`config.mk`:
```
export PLATFORM = sky130hd
export DESIGN_NAME = mem_port_arbiter_flat
export DESIGN_NICKNAME = d
export VERILOG_FILES = /design/src/rtl/mem_port_arbiter_if.sv /design/src/rtl/mem_port_arbiter.sv /design/src/flat_wrapper.sv
export SDC_FILE = /design/constraint.sdc
export NUM_CORES = 1
export LEC_CHECK = 0
export CORE_UTILIZATION = 40
export CTS_CLUSTER_DIAMETER = 50
export CTS_CLUSTER_SIZE = 12
export DETAILED_ROUTE_END_ITERATION = 12
export GPL_TIMING_DRIVEN = 0
export PLACE_DENSITY = 0.86
export SLEW_MARGIN = 20
export SYNTH_ARGS = -nofsm -noshare
export SYNTH_HDL_FRONTEND = slang
export SYNTH_SLANG_ARGS = --single-unit
```
`constraint.sdc`:
```
create_clock -name clk -period 4.8 [get_ports clk]
set_input_delay 0.48 -clock clk [delete_from_list [all_inputs] [get_ports clk]]
set_output_delay 0.48 -clock clk [all_outputs]
set_load 0.05 [all_outputs]
```
`src/rtl/mem_port_arbiter_if.sv`:
```
// Signal bundle for the unified memory port: fetch, load/store and memory sides.
interface mem_port_arbiter_if #(
    parameter int XLEN = 32
);
    logic            if_req;
    logic [XLEN-1:0] if_addr;
    logic            if_gnt;
    logic            if_rvalid;
    logic [XLEN-1:0] if_rdata;
    logic            if_err;
    logic            ls_req;
    logic            ls_we;
    logic [3:0]      ls_be;
    logic [XLEN-1:0] ls_addr;
    logic [XLEN-1:0] ls_wdata;
    logic            ls_gnt;
    logic            ls_rvalid;
    logic [XLEN-1:0] ls_rdata;
    logic            ls_err;
    logic            mem_req;
    logic            mem_we;
    logic [3:0]      mem_be;
    logic [XLEN-1:0] mem_addr;
    logic [XLEN-1:0] mem_wdata;
    logic [XLEN-1:0] mem_rdata;
    logic            mem_rvalid;
    logic            fetch_halt;

    // slave is the arbiter's view; master is the surrounding core and memory
    modport slave (
        input  if_req, if_addr, ls_req, ls_we, ls_be, ls_addr, ls_wdata, mem_rdata, mem_rvalid,
        output if_gnt, if_rvalid, if_rdata, if_err, ls_gnt, ls_rvalid, ls_rdata, ls_err,
               mem_req, mem_we, mem_be, mem_addr, mem_wdata, fetch_halt
    );

    modport master (
        output if_req, if_addr, ls_req, ls_we, ls_be, ls_addr, ls_wdata, mem_rdata, mem_rvalid,
        input  if_gnt, if_rvalid, if_rdata, if_err, ls_gnt, ls_rvalid, ls_rdata, ls_err,
               mem_req, mem_we, mem_be, mem_addr, mem_wdata, fetch_halt
    );
endinterface

```
`src/rtl/mem_port_arbiter.sv`:
```
// Arbitrates the single memory port between instruction fetch and load/store,
// one transaction in flight, with fetch anti-starvation and a response timeout.
module mem_port_arbiter #(
    parameter int XLEN            = 32,
    parameter int DATA_STREAK_MAX = 4,
    parameter int TIMEOUT         = 64
) (
    input  logic              clk,
    input  logic              rst_n,
    mem_port_arbiter_if.slave bus
);
    // state   | meaning
    // IDLE    | port free, arbitrating pending requests
    // IF_BUSY | fetch transaction outstanding
    // LS_BUSY | load/store transaction outstanding
    typedef enum logic [1:0] {
        IDLE    = 2'd0,
        IF_BUSY = 2'd1,
        LS_BUSY = 2'd2
    } state_t;

    localparam logic [3:0] STREAK_MAX = 4'(DATA_STREAK_MAX);
    localparam logic [7:0] TMO_LOAD   = 8'(TIMEOUT);

    state_t          r_state;
    state_t          w_state_nxt;
    logic [3:0]      r_streak;
    logic [7:0]      r_tmo;
    logic            r_req_pulse;
    logic            r_we;
    logic [3:0]      r_be;
    logic [XLEN-1:0] r_addr;
    logic [XLEN-1:0] r_wdata;

    logic w_busy;
    logic w_rsp;
    logic w_expire;
    logic w_done;
    logic w_grant_ls;
    logic w_grant_if;

    // Responses are masked while rst_n is low so an aborted access never completes.
    assign w_busy     = (r_state != IDLE);
    assign w_rsp      = w_busy && bus.mem_rvalid && rst_n;
    assign w_expire   = w_busy && (TMO_LOAD != 8'd0) && (r_tmo == 8'd0) && rst_n;
    assign w_done     = w_rsp || w_expire;
    assign w_grant_ls = (r_state == IDLE) && bus.ls_req && !(bus.if_req && (r_streak == STREAK_MAX));
    assign w_grant_if = (r_state == IDLE) && bus.if_req && !w_grant_ls;

    always_ff @(posedge clk) begin
        if (!rst_n) begin
            r_state <= IDLE;
        end else begin
            r_state <= w_state_nxt;
        end
    end

    always_comb begin
        w_state_nxt = r_state;
        case (r_state)
            IDLE: begin
                if (w_grant_ls) begin
                    w_state_nxt = LS_BUSY;
                end else if (w_grant_if) begin
                    w_state_nxt = IF_BUSY;
                end
            end
            IF_BUSY, LS_BUSY: begin
                if (w_done) begin
                    w_state_nxt = IDLE;
                end
            end
            default: w_state_nxt = IDLE;
        endcase
    end

    // Timeout is a down-counter loaded on grant; terminal count zero means expiry.
    always_ff @(posedge clk) begin
        if (!rst_n) begin
            r_streak    <= '0;
            r_tmo       <= '0;
            r_req_pulse <= 1'b0;
            r_we        <= 1'b0;
            r_be        <= '0;
            r_addr      <= '0;
            r_wdata     <= '0;
        end else begin
            r_req_pulse <= w_grant_ls || w_grant_if;
            if (w_grant_ls) begin
                r_we    <= bus.ls_we;
                r_be    <= bus.ls_be;
                r_addr  <= bus.ls_addr;
                r_wdata <= bus.ls_wdata;
                r_tmo   <= TMO_LOAD;
                if (!bus.if_req) begin
                    r_streak <= '0;
                end else if (r_streak != STREAK_MAX) begin
                    r_streak <= r_streak + 4'd1;
                end
            end else if (w_grant_if) begin
                r_we     <= 1'b0;
                r_be     <= 4'hF;
                r_addr   <= bus.if_addr;
                r_wdata  <= '0;
                r_tmo    <= TMO_LOAD;
                r_streak <= '0;
            end else if (w_done) begin
                r_tmo <= '0;
            end else if (w_busy && (r_tmo != 8'd0)) begin
                r_tmo <= r_tmo - 8'd1;
            end
        end
    end

    always_comb begin
        bus.if_gnt     = 1'b0;
        bus.if_rvalid  = 1'b0;
        bus.if_err     = 1'b0;
        bus.if_rdata   = '0;
        bus.ls_gnt     = 1'b0;
        bus.ls_rvalid  = 1'b0;
        bus.ls_err     = 1'b0;
        bus.ls_rdata   = '0;
        bus.mem_req    = r_req_pulse;
        bus.mem_we     = 1'b0;
        bus.mem_be     = 4'h0;
        bus.mem_addr   = '0;
        bus.mem_wdata  = '0;
        bus.fetch_halt = 1'b1;
        if (w_busy) begin
            bus.mem_we    = r_we;
            bus.mem_be    = r_be;
            bus.mem_addr  = r_addr;
            bus.mem_wdata = r_wdata;
        end
        case (r_state)
            IF_BUSY: begin
                bus.if_gnt     = r_req_pulse;
                bus.if_rvalid  = w_done;
                bus.if_err     = w_expire && !w_rsp;
                bus.if_rdata   = w_rsp ? bus.mem_rdata : '0;
                bus.fetch_halt = !w_rsp;
            end
            LS_BUSY: begin
                bus.ls_gnt    = r_req_pulse;
                bus.ls_rvalid = w_done;
                bus.ls_err    = w_expire && !w_rsp;
                bus.ls_rdata  = w_rsp ? bus.mem_rdata : '0;
            end
            default: ;
        endcase
    end
endmodule
```
`src/flat_wrapper.sv`:
```
// flat-port wrapper written by rule: the top's interface ports become plain ports
module mem_port_arbiter_flat 
#(
    parameter int XLEN            = 32,
    parameter int DATA_STREAK_MAX = 4,
    parameter int TIMEOUT         = 64
)
  (clk, rst_n, bus_if_req, bus_if_addr, bus_ls_req, bus_ls_we, bus_ls_be, bus_ls_addr, bus_ls_wdata, bus_mem_rdata, bus_mem_rvalid, bus_if_gnt, bus_if_rvalid, bus_if_rdata, bus_if_err, bus_ls_gnt, bus_ls_rvalid, bus_ls_rdata, bus_ls_err, bus_mem_req, bus_mem_we, bus_mem_be, bus_mem_addr, bus_mem_wdata, bus_fetch_halt);
  mem_port_arbiter_if #(.XLEN(XLEN)) bus_i ();
  input  logic clk;
  input  logic rst_n;
  input wire logic [$bits(bus_i.if_req)-1:0] bus_if_req;
  input wire logic [$bits(bus_i.if_addr)-1:0] bus_if_addr;
  input wire logic [$bits(bus_i.ls_req)-1:0] bus_ls_req;
  input wire logic [$bits(bus_i.ls_we)-1:0] bus_ls_we;
  input wire logic [$bits(bus_i.ls_be)-1:0] bus_ls_be;
  input wire logic [$bits(bus_i.ls_addr)-1:0] bus_ls_addr;
  input wire logic [$bits(bus_i.ls_wdata)-1:0] bus_ls_wdata;
  input wire logic [$bits(bus_i.mem_rdata)-1:0] bus_mem_rdata;
  input wire logic [$bits(bus_i.mem_rvalid)-1:0] bus_mem_rvalid;
  output wire logic [$bits(bus_i.if_gnt)-1:0] bus_if_gnt;
  output wire logic [$bits(bus_i.if_rvalid)-1:0] bus_if_rvalid;
  output wire logic [$bits(bus_i.if_rdata)-1:0] bus_if_rdata;
  output wire logic [$bits(bus_i.if_err)-1:0] bus_if_err;
  output wire logic [$bits(bus_i.ls_gnt)-1:0] bus_ls_gnt;
  output wire logic [$bits(bus_i.ls_rvalid)-1:0] bus_ls_rvalid;
  output wire logic [$bits(bus_i.ls_rdata)-1:0] bus_ls_rdata;
  output wire logic [$bits(bus_i.ls_err)-1:0] bus_ls_err;
  output wire logic [$bits(bus_i.mem_req)-1:0] bus_mem_req;
  output wire logic [$bits(bus_i.mem_we)-1:0] bus_mem_we;
  output wire logic [$bits(bus_i.mem_be)-1:0] bus_mem_be;
  output wire logic [$bits(bus_i.mem_addr)-1:0] bus_mem_addr;
  output wire logic [$bits(bus_i.mem_wdata)-1:0] bus_mem_wdata;
  output wire logic [$bits(bus_i.fetch_halt)-1:0] bus_fetch_halt;
  assign bus_i.if_req = bus_if_req;
  assign bus_i.if_addr = bus_if_addr;
  assign bus_i.ls_req = bus_ls_req;
  assign bus_i.ls_we = bus_ls_we;
  assign bus_i.ls_be = bus_ls_be;
  assign bus_i.ls_addr = bus_ls_addr;
  assign bus_i.ls_wdata = bus_ls_wdata;
  assign bus_i.mem_rdata = bus_mem_rdata;
  assign bus_i.mem_rvalid = bus_mem_rvalid;
  assign bus_if_gnt = bus_i.if_gnt;
  assign bus_if_rvalid = bus_i.if_rvalid;
  assign bus_if_rdata = bus_i.if_rdata;
  assign bus_if_err = bus_i.if_err;
  assign bus_ls_gnt = bus_i.ls_gnt;
  assign bus_ls_rvalid = bus_i.ls_rvalid;
  assign bus_ls_rdata = bus_i.ls_rdata;
  assign bus_ls_err = bus_i.ls_err;
  assign bus_mem_req = bus_i.mem_req;
  assign bus_mem_we = bus_i.mem_we;
  assign bus_mem_be = bus_i.mem_be;
  assign bus_mem_addr = bus_i.mem_addr;
  assign bus_mem_wdata = bus_i.mem_wdata;
  assign bus_fetch_halt = bus_i.fetch_halt;
  mem_port_arbiter #(.XLEN(XLEN), .DATA_STREAK_MAX(DATA_STREAK_MAX), .TIMEOUT(TIMEOUT)) u_core (.clk(clk), .rst_n(rst_n), .bus(bus_i));
endmodule
```
# Word-level counts from Yosys, hierarchy flattened
# Index checks and enable logic that the tools add are counted.
# Widths: inputs -> output; s select.
[classes]
addsub = 2
n_eq_ne = 7
muxes = 34
n_bitwise = 1
reduce_logical = 26
[op_table]
columns = ["op", "count"]
rows = [
  ["$mux 32", 9],
  ["$mux 4", 7],
  ["$mux 7", 4],
  ["$logic_and 1x1->1", 11],
  ["$mux 1", 10],
  ["$logic_not 8->1", 1],
  ["$reduce_bool 8->1", 1],
  ["$sub 8x1->8 const B", 1],
  ["$mux 2", 3],
  ["$add 4x1->4 const B", 1],
  ["$eq 4x3->1 const B", 1],
  ["$ne 4x3->1 const B", 1],
  ["$pmux 2 s2", 1],
  ["$reduce_and 2->1", 2],
  ["$reduce_bool 2->1", 2],
  ["$reduce_bool 4->1", 1],
  ["$reduce_or 4->1", 1],
  ["$logic_not 1->1", 3],
  ["$ne 3x1->1 const B", 1],
  ["$ne 3x3->1 const B", 1],
  ["$eq 2x1->1 const B", 1],
  ["$eq 2x2->1 const B", 1],
  ["$logic_not 2->1", 1],
  ["$logic_or 1x1->1", 2],
  ["3 further kinds", 3],
]
[totals]
regBits = 84
inputBits = 138
output_inout_bits = 141
word_cells = 79

# Depth between registers and ports, before layout
[depth]
depth_word = 9
mapped_depth = 8
mapped_depth_nobuf = 6

# Worst setup path before layout
# No wires, ideal clock.
[synth_path]
path_kind = "flip-flop to output port"
from = "register u_core.r_state[1]"
to = "output port bus_if_err"
arrival_time_ns = 2.093
required_ns = 4.320
slack_ns = 2.227
stages_incl_launch_ff = 7
path_buffers = 1
cell_sequence = "dfxtp_1 > inv_1 > ha_1 > buf_2 > nor2_1 > nand2_1 > nor3_1"
[synth_via]
elab_chain_cells = 6
word_cells_on_any_way = 9
classes_between = "eq/ne: 1; mux: 1; reduce/logical: 7"
[synth_lines]
columns = ["item", "line_no", "text"]
rows = [
  ["start, declared", "mem_port_arbiter.sv:25", "state_t r_state;"],
  ["start signal, assigned", "mem_port_arbiter.sv:54", "r_state <= w_state_nxt;"],
  ["$reduce_bool 2->1", "mem_port_arbiter.sv:43", "assign w_busy = (r_state != IDLE);"],
  ["$logic_and 1x1->1 (2 in series)", "mem_port_arbiter.sv:44", "assign w_rsp = w_busy && bus.mem_rvalid && rst_n;"],
  ["$logic_not 1->1", "mem_port_arbiter.sv:140", "bus.if_err = w_expire && !w_rsp;"],
  ["$logic_and 1x1->1", "mem_port_arbiter.sv:140", ""],
  ["$mux 1 *", "mem_port_arbiter.sv:136", "case (r_state)"],
  ["end, declared", "flat_wrapper.sv:24", "output wire logic [$bits(bus_i.if_err)-1:0] bus_if_err;"],
]
# Mark *: on every way between the ends. The rest lies on a longest branch, timed or not.

# Final worst setup path
[layout_path]
from = "register u_core.r_state[1]"
to = "output port bus_if_rdata[2]"
[layout_via]
elab_chain_cells = 5
word_cells_on_any_way = 6
classes_between = "eq/ne: 1; mux: 2; reduce/logical: 3"
[layout_lines]
columns = ["item", "line_no", "text"]
rows = [
  ["$reduce_bool 2->1", "mem_port_arbiter.sv:43", ""],
  ["$logic_and 1x1->1 (2 in series)", "mem_port_arbiter.sv:44", ""],
  ["$mux 32", "mem_port_arbiter.sv:141", "bus.if_rdata = w_rsp ? bus.mem_rdata : '0;"],
  ["$mux 32 *", "mem_port_arbiter.sv:136", ""],
  ["end, declared", "flat_wrapper.sv:23", "output wire logic [$bits(bus_i.if_rdata)-1:0] bus_if_rdata;"],
]
# Marked as above.

==> flow_summary.json <==
{
  "arrival_ps": 3180,
  "drc": 0,
  "grt_pass1_vias": 4962,
  "fp.dieW_microns": 108,
  "die_area_sq_um": 11700,
  "clock.fmax_mhz": 273,
  "cp_slowest_cell": "clkdlybuf4s50_1",
  "dp_cells": 1019,
  "pin_count": 279,
  "via_count": 5251,
  "cts.htree.levels": 3,
  "fin_area_sq_um": 7650,
  "path_cells": "inv_1 -> ha_1 -> buf_2 -> nor2_1 -> and3_1 -> clkbuf_1 -> and2_1 -> clkdlybuf4s50_1",
  "initial_core_util_pct": 41.3,
  "ys_warn_count": 0,
  "hold_violations": 0,
  "fin_tns_setup_ps": 0,
  "grt_pass1_wl_mm": 24.4,
  "cap_violations": 0,
  "cp_slowest_stage_delay_ps": 820,
  "gp_congestion": 0.894,
  "post_cts_buffers": 0,
  "irDropWorstVdd_uv": 273,
  "cp-start-kind": "flop",
  "root_buffer": "clkbuf_8",
  "clk_latency_ps": 360,
  "synth_ff_type": "dfxtp_1",
  "final_cells": 1035,
  "multi_input_area_sq_um": 2560,
  "overflow": 0,
  "critical_path_buf_inv_count": 4,
  "grt_use_total_pct": 26.8,
  "synth_mux_area_share_pct": 0,
  "syn_inst": 602,
  "antenna_found_initial": 0,
  "tightest_slew_ps": 607,
  "numPortBuffers": 277,
  "syn_area_per_cell_sq_um": 7.46,
  "final_common_cell": "clkdlybuf4s50_1",
  "power_per_cell_area_nw_per_um2": 408,
  "cts_tree": "done",
  "synthAdderAreaFrac_pct": 1.67,
  "ys_seq_elements": 84,
  "via_per_inst": 5.07,
  "synth_top_family_by_area": "simple AND/OR/NAND/NOR gates",
  "layout_min_cycle_time_ps": 3660,
  "synthSimpleGateAreaFrac_pct": 41.1,
  "async_reset_ff_share_pct": 0,
  "cts_resized": 0,
  "routed_wl_mm": 16.1,
  "hold_buffers": 0,
  "final_net_count": 1034,
  "synth_edf_count": 0,
  "area_growth_syn_to_layout_pct": 70.3,
  "fin_crit_sh_pct": 76.3,
  "timing.hold.ws_ps": 467,
  "syn_nets": 746,
  "synth_cell_types": 40,
  "cts_made_buffers": 9,
  "mappedNetlistArea_sq_um": 4490,
  "first_pass_iters": 6,
  "yosysSeqAreaShare_pct": 37.4,
  "p_leak_nw": 2.77,
  "die_y_microns": 108,
  "layout_common_cells": "clkdlybuf4s50_1 (277), nand2_1 (106), dfxtp_1 (84)",
  "drv_slew": 0,
  "synth-compound-area-share_pct": 13.3,
  "fillCellCount": 900,
  "critPathCaptureType": "output port",
  "num_rows": 38,
  "hold_class": "reg -> reg",
  "clk_pin_slew_ps": 100,
  "critPathRequiredTime_ps": 4320,
  "drt-initial-drc-count": 433,
  "wl_per_cell_microns": 15.6,
  "critPathKind": "reg -> out",
  "coreArea_sq_um": 10900,
  "grt_max_degree": 17,
  "place.detailed.hpwl_mm": 12.7,
  "synth_xor_area_share_pct": 0.975,
  "crit_fanout": 10,
  "slew_headroom_pct": 59.1,
  "ff_latch_area_sq_um": 1680,
  "drive_above_1_share_pct": 4.58,
  "status": "complete, no violations",
  "finClkSkew_ps": 14.5,
  "clkSinkCount": 84,
  "postPlaceCellArea_sq_um": 7440,
  "crit_family": "buffers and inverters",
  "antennaDiodeCount": 0,
  "cts.path.max_buffers": 2,
  "setup_viol": 0,
  "grt_setup_unrepaired": "false",
  "ant_nets": 0
}
[stage by stage]
step	power, mW	setup WS (ps)	utilization, %
floorplan	2.01	2230	-
global placement	2.53	1300	68.3
detailed placement	2.58	1230	68.3
CTS	3.12	1160	70.2
global route	3.29	967	70.2
finish	3.12	1140	70.2
[final cells by class]
cell class | instances | share of cell area, %
Sequential cell | 84 | 22.0
Inverter | 9 | 0.442
Buffer | 51 | 2.83
Tap cell | 140 | 2.29
Clock inverter | 7 | 1.10
Clock buffer | 9 | 1.62
Multi-Input combinational cell | 458 | 33.5
Timing Repair Buffer | 277 | 36.3
[logic make-up after synthesis]
group,Yosys count
adder cells (fa/ha/maj),6
XOR/XNOR,5
buffers and inverters,60
AO/OA/AOI/OAI,88
flip-flops,84
AND/OR/NAND/NOR,359
[cells in the mapped netlist, drive strengths merged (2+ instances only)]
cell / instances / share of area (%)
nand2: 106 / 8.9
dfxtp: 84 / 37
nor2b: 71 / 9.9
and2: 68 / 9.5
nor2: 48 / 4.1
a21oi: 41 / 4.6
nand3: 37 / 4.1
a311oi: 32 / 6.2
clkbuf: 32 / 2.7
buf: 19 / 2.1
nor3: 12 / 1.4
inv: 9 / 0.75
ha: 6 / 1.7
o211ai: 4 / 0.78
o21ai: 4 / 0.45
xnor2: 4 / 0.78
a31oi: 3 / 0.42
and3: 3 / 0.42
nand4: 3 / 0.42
a211oi: 2 / 0.45
nor3b: 2 / 0.45
or4: 2 / 0.50
[flip-flops by register name, summed over array words and instances (netlist names)]
register	count
u_core.r_wdata	32
u_core.r_be	4
u_core.r_we	1
u_core.r_state	2
u_core.r_tmo	8
u_core.r_streak	4
u_core.bus.mem_req	1
u_core.r_addr	32
[tightest hold or removal path, delay by kind of cell, from the launching register on]
kind | cells | cell delay (ps)
flip-flops | 1 | 320
AO/OA/AOI/OAI | 1 | 50
AND/OR/NAND/NOR | 1 | 60
[routing by layer]
metal	share of wire [%]	GRT usage [%]
met1	39	30.0
met2	50	49.0
met4	1.6	7.14
met5	0	0
met3	9.1	7.90
[power breakdown]
part / internal [mW] / switching (mW) / total (mW)
Combinational: 0.582 / 1.08 / 1.66
Sequential: 0.837 / 0.0771 / 0.914
Clock: 0.251 / 0.294 / 0.545
[path summary, 6_finish.rpt]
path	cells after the start	slack [ps]	from	endpoint
worst max-delay path	8	1140	u_core.r_state[1]	bus_if_rdata[2]
worst max register to register	8	2750	u_core.r_state[1]	u_core.r_wdata[26]
worst min register to register	2	470	u_core.r_wdata[4]	u_core.r_wdata[4]
worst min-delay path	2	470	u_core.r_wdata[4]	u_core.r_wdata[4]
No activity file was read; power rests on OpenSTA's default activity.
